### src/rtl/uart_rx.sv
// 8N1 UART receiver, 16x oversampled, LSB first, byte out on valid/ready.
// Optional UART_RX_MAJORITY_EN: 3-sample majority vote at s_cnt 7/8/9 instead of a single sample at 8.
module uart_rx #(
  parameter int CLK_FREQ  = 50_000_000,
  parameter int BAUD_RATE = 57600
) (
  input  logic       clk,
  input  logic       rst_n,
  input  logic       rx,
  output logic [7:0] data,
  output logic       valid,
  input  logic       ready,
  output logic       frame_err,
  output logic       overrun,
  output logic       busy
);

  localparam int          TICK_DIV  = CLK_FREQ / (BAUD_RATE * 16);
  localparam logic [15:0] TICK_LAST = 16'(TICK_DIV - 1);

  typedef enum logic [2:0] {IDLE, START, DATA, STOP, WAIT_IDLE} state_t;

  state_t      state, state_n;
  logic        rx_meta, rxs, rxs_d;
  logic [15:0] tick_cnt;
  logic [3:0]  s_cnt;
  logic [2:0]  bit_idx;
  logic [7:0]  shreg;
  logic        tick, decide, bit_val;
  logic        clr_cnt, shift, load, fe_set, ovr_set;

  assign tick = (state != IDLE) && (tick_cnt == TICK_LAST);

`ifdef UART_RX_MAJORITY_EN
  // Decision lands on the tick that advances s_cnt to 9; the two earlier
  // samples are captured on the ticks that advance it to 7 and 8.
  logic [1:0] smp;
  assign decide  = tick && (s_cnt == 4'd8);
  assign bit_val = (smp[1] & smp[0]) | (smp[1] & rxs) | (smp[0] & rxs);

  always_ff @(posedge clk or negedge rst_n) begin
    if (!rst_n)
      smp <= 2'b11;
    else if (tick && (s_cnt == 4'd6 || s_cnt == 4'd7))
      smp <= {smp[0], rxs};
  end
`else
  assign decide  = tick && (s_cnt == 4'd7);
  assign bit_val = rxs;
`endif

  always_ff @(posedge clk or negedge rst_n) begin
    if (!rst_n) begin
      rx_meta <= 1'b1;
      rxs     <= 1'b1;
      rxs_d   <= 1'b1;
    end else begin
      rx_meta <= rx;
      rxs     <= rx_meta;
      rxs_d   <= rxs;
    end
  end

  always_ff @(posedge clk or negedge rst_n) begin
    if (!rst_n) state <= IDLE;
    else        state <= state_n;
  end

  always_comb begin
    state_n = state;
    clr_cnt = 1'b0;
    shift   = 1'b0;
    load    = 1'b0;
    fe_set  = 1'b0;
    ovr_set = 1'b0;
    case (state)
      IDLE: begin
        if (rxs_d && !rxs) begin
          state_n = START;
          clr_cnt = 1'b1;
        end
      end
      START: begin
        if (decide) state_n = bit_val ? IDLE : DATA;
      end
      DATA: begin
        if (decide) begin
          shift = 1'b1;
          if (bit_idx == 3'd7) state_n = STOP;
        end
      end
      STOP: begin
        if (decide) begin
          if (bit_val) begin
            state_n = IDLE;
            // A same-cycle accept frees the slot, so the new byte still loads.
            if (valid && !ready) ovr_set = 1'b1;
            else                 load    = 1'b1;
          end else begin
            fe_set  = 1'b1;
            state_n = WAIT_IDLE;
          end
        end
      end
      WAIT_IDLE: begin
        if (rxs) state_n = IDLE;
      end
      default: state_n = IDLE;
    endcase
  end

  always_ff @(posedge clk or negedge rst_n) begin
    if (!rst_n) begin
      tick_cnt  <= '0;
      s_cnt     <= '0;
      bit_idx   <= '0;
      shreg     <= '0;
      data      <= '0;
      valid     <= 1'b0;
      frame_err <= 1'b0;
      overrun   <= 1'b0;
      busy      <= 1'b0;
    end else begin
      if (state == IDLE || clr_cnt || tick) tick_cnt <= '0;
      else                                  tick_cnt <= tick_cnt + 16'd1;

      if (clr_cnt)   s_cnt <= '0;
      else if (tick) s_cnt <= s_cnt + 4'd1;

      if (clr_cnt)    bit_idx <= '0;
      else if (shift) bit_idx <= bit_idx + 3'd1;

      if (shift) shreg <= {bit_val, shreg[7:1]};

      if (load) data <= shreg;

      if (load)                valid <= 1'b1;
      else if (valid && ready) valid <= 1'b0;

      frame_err <= fe_set;
      overrun   <= ovr_set;
      busy      <= (state_n != IDLE);
    end
  end

endmodule
### config.mk
export PLATFORM = sky130hd
export DESIGN_NAME = uart_rx
export DESIGN_NICKNAME = d
export VERILOG_FILES = /design/src/rtl/uart_rx.sv
export SDC_FILE = /design/constraint.sdc
export NUM_CORES = 1
export LEC_CHECK = 0
export BUFFER_PORTS_ARGS = -buffer_cell sky130_fd_sc_hd__buf_2
export CAP_MARGIN = 20
export CORE_UTILIZATION = 55
export CTS_BUF_LIST = sky130_fd_sc_hd__clkbuf_4
export DETAILED_ROUTE_END_ITERATION = 10
export PLACE_DENSITY = 0.72
export SYNTH_ARGS = -nofsm -noshare
export SYNTH_HDL_FRONTEND = slang
export SYNTH_SLANG_ARGS = --single-unit
export TNS_END_PERCENT = 5
### constraint.sdc
create_clock -name clk -period 3.1 [get_ports clk]
set_clock_uncertainty 0.05 [all_clocks]
set_input_delay 0.62 -clock clk [delete_from_list [all_inputs] [get_ports clk]]
set_output_delay 0.62 -clock clk [all_outputs]
set_load 0.03 [all_outputs]
# After elaboration in Yosys (flattened, before gate mapping)
# Cells that the tools add are included.
dict set report classes {
  addsub 3
  n_eq_ne 7
  mux 31
  reduce_logical 15
}
# cell n
set ops {}
lappend ops {{$mux W3} 9}
lappend ops {{$mux W1} 17}
lappend ops {{$add A16 B1 Y16 const B} 1}
lappend ops {{$eq A16 B6 Y1 const B} 1}
lappend ops {{$mux W16} 1}
lappend ops {{$pmux W3 S5} 1}
lappend ops {{$mux W4} 2}
lappend ops {{$eq A3 B2 Y1 const B} 2}
lappend ops {{$eq A3 B3 Y1 const B} 2}
lappend ops {{$reduce_bool A2 Y1} 3}
lappend ops {{$reduce_bool A3 Y1} 2}
lappend ops {{$logic_and A1 B1 Y1} 5}
lappend ops {{$add A4 B1 Y4 const B} 1}
lappend ops {{$eq A4 B3 Y1 const B} 1}
lappend ops {{$add A3 B1 Y3 const B} 1}
lappend ops {{$eq A3 B1 Y1 const B} 1}
lappend ops {{$logic_not A3 Y1} 1}
lappend ops {{$logic_not A1 Y1} 2}
lappend ops {{$logic_or A1 B1 Y1} 2}
lappend ops {{$mux W2} 1}
dict set report totals {
  register_bits 49
  out_inout_bits 12
  word_cells 69
}

# Logic depth before layout (Yosys ltp)
dict set report logic_depth {
  ltp_word 7
  ltp_mapped 7
}

# Worst setup path before layout
# Ideal clock, no wire load.
dict set report synth_path {
  kind {register to register}
  start {reg tick_cnt[1]}
  end {reg shreg[2]}
  setup_ps 125
  t_arrival_ps 1897
  required_ps 2925
  path_slack_ps 1029
  stages_incl_launch_ff 8
  path_buffers 1
  path_cell_list {dfrtp_1 > inv_1 > ha_1 > nor4b_2 > nand4_2 > nor4_2 > buf_4 > mux2_2}
}
dict set report synth_via {
  elab_chain_cells 5
}
# element line_no
set synth_rtl {}
lappend synth_rtl {{start, declared} 25} ;# logic [15:0] tick_cnt;
lappend synth_rtl {{start signal, assigned} 125} ;# else tick_cnt <= tick_cnt + 16'd1;
lappend synth_rtl {{$eq A16 B6 Y1} 32} ;# assign tick = (state != IDLE) && (tick_cnt == TICK_LAST);
lappend synth_rtl {{$logic_and A1 B1 Y1} 32}
lappend synth_rtl {{$logic_and A1 B1 Y1} 48} ;# assign decide = tick && (s_cnt == 4'd7);
lappend synth_rtl {{$mux W1} 87} ;# if (decide) begin
lappend synth_rtl {{$mux W1} 76} ;# case (state)
lappend synth_rtl {{end signal, assigned} 133} ;# if (shift) shreg <= {bit_val, shreg[7:1]};
lappend synth_rtl {{end, declared} 28} ;# logic [7:0] shreg;
# Every way passes these cells.
# A chain may end at the register's enable or synchronous reset.

# Worst setup path after layout
dict set report layout_path {
  start {reg tick_cnt[1]}
  end {reg data[6]}
}
dict set report layout_via {
  elab_chain_cells 5
}
# element line_no
set layout_rtl {}
lappend layout_rtl {{$eq A16 B6 Y1} 32}
lappend layout_rtl {{$logic_and A1 B1 Y1} 32}
lappend layout_rtl {{$logic_and A1 B1 Y1} 48}
lappend layout_rtl {{$mux W1} 93} ;# if (decide) begin
lappend layout_rtl {{$mux W1} 76}
lappend layout_rtl {{end signal, assigned} 135} ;# if (load) data <= shreg;
lappend layout_rtl {{end, declared} 10} ;# output logic [7:0] data,
# Every way passes these cells.

==> results by group <==
Clock tree
  • CTS sink cnt: 49
  • Num CTS Buffers: 5
  • Clock buffer depth: 2
  • Cts hold-fix bufs: 0
  • Resized cells post-CTS: 0
  • Setup Buffers After CTS: 0
  • CTS tree: yes
  • Htree depth: 2
  • Root Driver: clkbuf_4
  • Clk_lat worst skew: 0.37 ns
  • Clk pin slew, worst setup/hold paths: 0.15 ns

Place
  • Routability cong.: 0.760
  • Placed cell area: 0.00232 mm2
  • Placed cells: 245
  • Detailed placement HPWL: 2.71 mm
  • I/O Buffers: 15
  • Place WS: 0.621 ns

STA
  • RSZ-0062 raised after global routing: no
  • Worst Tran Pin Value: 0.547 ns
  • Final Setup Violations: 0
  • Post-route setup TNS: 0 ns
  • Fin crit period: 2.48 ns
  • Worst Setup Slack, final: 0.620 ns
  • Tcrit/Tclk final: 80.0%
  • Number of hold violations in the final report: 0
  • F_max: 403 MHz
  • Worst relative slew slack: 63.4%
  • Slew Limit Fails: 0

Layout
  • Area occupied by multi-input gates: 901 um2
  • Area grow syn2layout: 11.0%
  • Fraction of layout cells with a size suffix above 1: 25.2%
  • Nets: 214
  • Layout fillers: 292
  • Antenna Cells: 0
  • Register area: 0.00123 mm2
  • Non-Filler Instances: 254
  • Final Instance Area: 0.00243 mm2

Synthesis
  • Post-synth top cells: dfrtp_1 (46), nor2_1 (21), mux2_2 (16)
  • Avg Inst Size Synth: 11.9 um2
  • Synth Register Bits: 49
  • Syn Std Cell Area: 0.00219 mm2
  • Number of synthesized flops with an enable pin: 0
  • Top-count cell post-synth: dfrtp_1
  • Post-synth top area cell: dfrtp_1
  • Gate count of the mapped netlist: 184
  • Register area share after synthesis: 56.2%
  • Post-synth ARST share: 100%
  • Yosys warns: 0
  • Top cell type's share of synthesized area: 52.6%
  • Mapped Nets: 193
  • Largest cells by area after synthesis: dfrtp_1 (53%), mux2_2 (8.2%), xnor2_1 (5.2%)
  • Main synth FF type: dfrtp_1
  • Cell variety after synth: 38

Drt
  • WL/cell: 15.5 um
  • DRT Pass-1 Iters: 4
  • Sum of routed wire length over all layers: 3.94 mm
  • Vias: 1446
  • Number of routed nets with antenna violations: 0
  • DRT iter0 DRCs: 156
  • DRC Markers: 0
  • Post-DR vias/cell: 5.69

Power
  • Leak: 1.12 nW
  • Worst vdd ir: 353 uV
  • PwrDens: 518 mW/mm2

Worst setup path
  • CP max stage cell: nor4b_4
  • CP max stage delay: 0.66 ns
  • Worst Path Max Fanout: 17
  • Critical-path cell list: inv_1 -> ha_1 -> nor4b_2 -> nand4_2 -> nor4b_4 -> mux2_2
  • Setup CP Type: flop to flop
  • CP arrival: 2.70 ns
  • CP required: 3.32 ns
  • Critical path capture point type: flop
  • Critical path launch point type: flop

Global route
  • Gr ovfl total: 0
  • Initial antenna violation count: 0
  • Global-route wire length before repair: 6.93 mm
  • Vias in the first global route: 1485
  • Largest net degree at the start of global routing: 50
  • All-Layer GR Usage: 21.8%

Floorplan
  • Die boundary height: 65.1 um
  • Top-Level Pins: 16
  • Die Wd: 65.1 um
  • Die area: 0.00423 mm2
  • Core Area: 0.00374 mm2
  • Starting density of the core: 58.4%
  • Num rows: 22

Hold path
  • Worst hold path type: input port to async pin

Job
  • MaxCap Viol Count: 0

Status
  • Status: finished, final reports clean
[power by group]
group	switching, mW	leakage, nW	total, mW	internal (mW)
sequential	0.0451	0.660	0.723	0.677
clock	0.214	0.0462	0.390	0.176
combinational	0.0816	0.414	0.146	0.0642
total	0.341	1.12	1.26	0.918
[stage by stage]
stage | hold WS [ns] | power (mW) | util, %
after floorplan | 0.274 | 0.826 | -
after global placement | 0.300 | 0.868 | 62.0
after detailed placement | 0.301 | 0.877 | 62.0
after CTS | 0.269 | 1.27 | 64.3
after global routing | 0.0298 | 1.31 | 64.8
final | 0.0319 | 1.26 | 64.8
[sequential cells by signal (all words and copies together), names as in the netlist]
name and count:
bit_idx 3, bit_val 1, busy 1, data 8, frame_err 1, overrun 1
rx_meta 1, rxs_d 1, s_cnt 4, shreg 8, state 3, tick_cnt 16
valid 1
[per-layer routing]
metal,vias up,GRT usage [%],part of all wire [%]
li1,699,-,-
met1,722,28.0,44
met2,21,36.7,53
met3,4,4.23,2.4
met4,0,7.88,0.94
met5,-,0,0
[kinds of logic (layout without fill, tap and decap cells)]
family,Yosys count,in the layout,share of synthesized area (%)
buffers and inverters,14,36,2.57
AOI/OAI and AO/OA,17,17,5.78
and+or+nand+nor,66,66,17.3
adders and majority gates,5,5,2.86
DFF,49,49,56.2
xor gates and xnor gates,14,14,5.61
muxes,19,19,9.61
[worst max-delay path, delay by kind of cell (launching register included)]
family                     cells  cell delay [ns]
and+or+nand+nor                3             1.30
DFF                            1             0.44
buffers and inverters          1             0.07
muxes                          1             0.41
adders and majority gates      1             0.12
[cell type report]
class / count / area share [%]
sequential: 49 / 50.7
timing repair buffer: 19 / 4.85
clock inverter: 3 / 1.96
inverter: 9 / 1.39
tap: 48 / 2.47
clock buffer: 5 / 1.55
multi-input combinational: 121 / 37.1
[worst paths after layout]
path	start	endpoint	slack [ns]	cells after the start
min in group clk	rx	rx_meta	0.28	1
min	rst_n	tick_cnt[3]	0.03	1
min reg2reg	rx_meta	bit_val	0.32	0
max in group asynchronous	rst_n	bit_val	2.43	2
max	tick_cnt[1]	data[6]	0.62	6
max reg2reg	tick_cnt[1]	data[6]	0.62	6
[placed cells by master, fill, tap and decap left out, types with 3 or more instances in the layout]
cell type,count
dfrtp_1,46
nor2_1,21
mux2_2,16
buf_2,15
xnor2_1,13
inv_1,9
nor3_1,8
nand2_1,8
nand3_1,7
nor4_1,5
ha_1,5
clkbuf_4,5
o31ai_1,3
nand4_1,3
mux2i_1,3
dfstp_2,3
buf_4,3
Power figures use the tool's default switching activity.
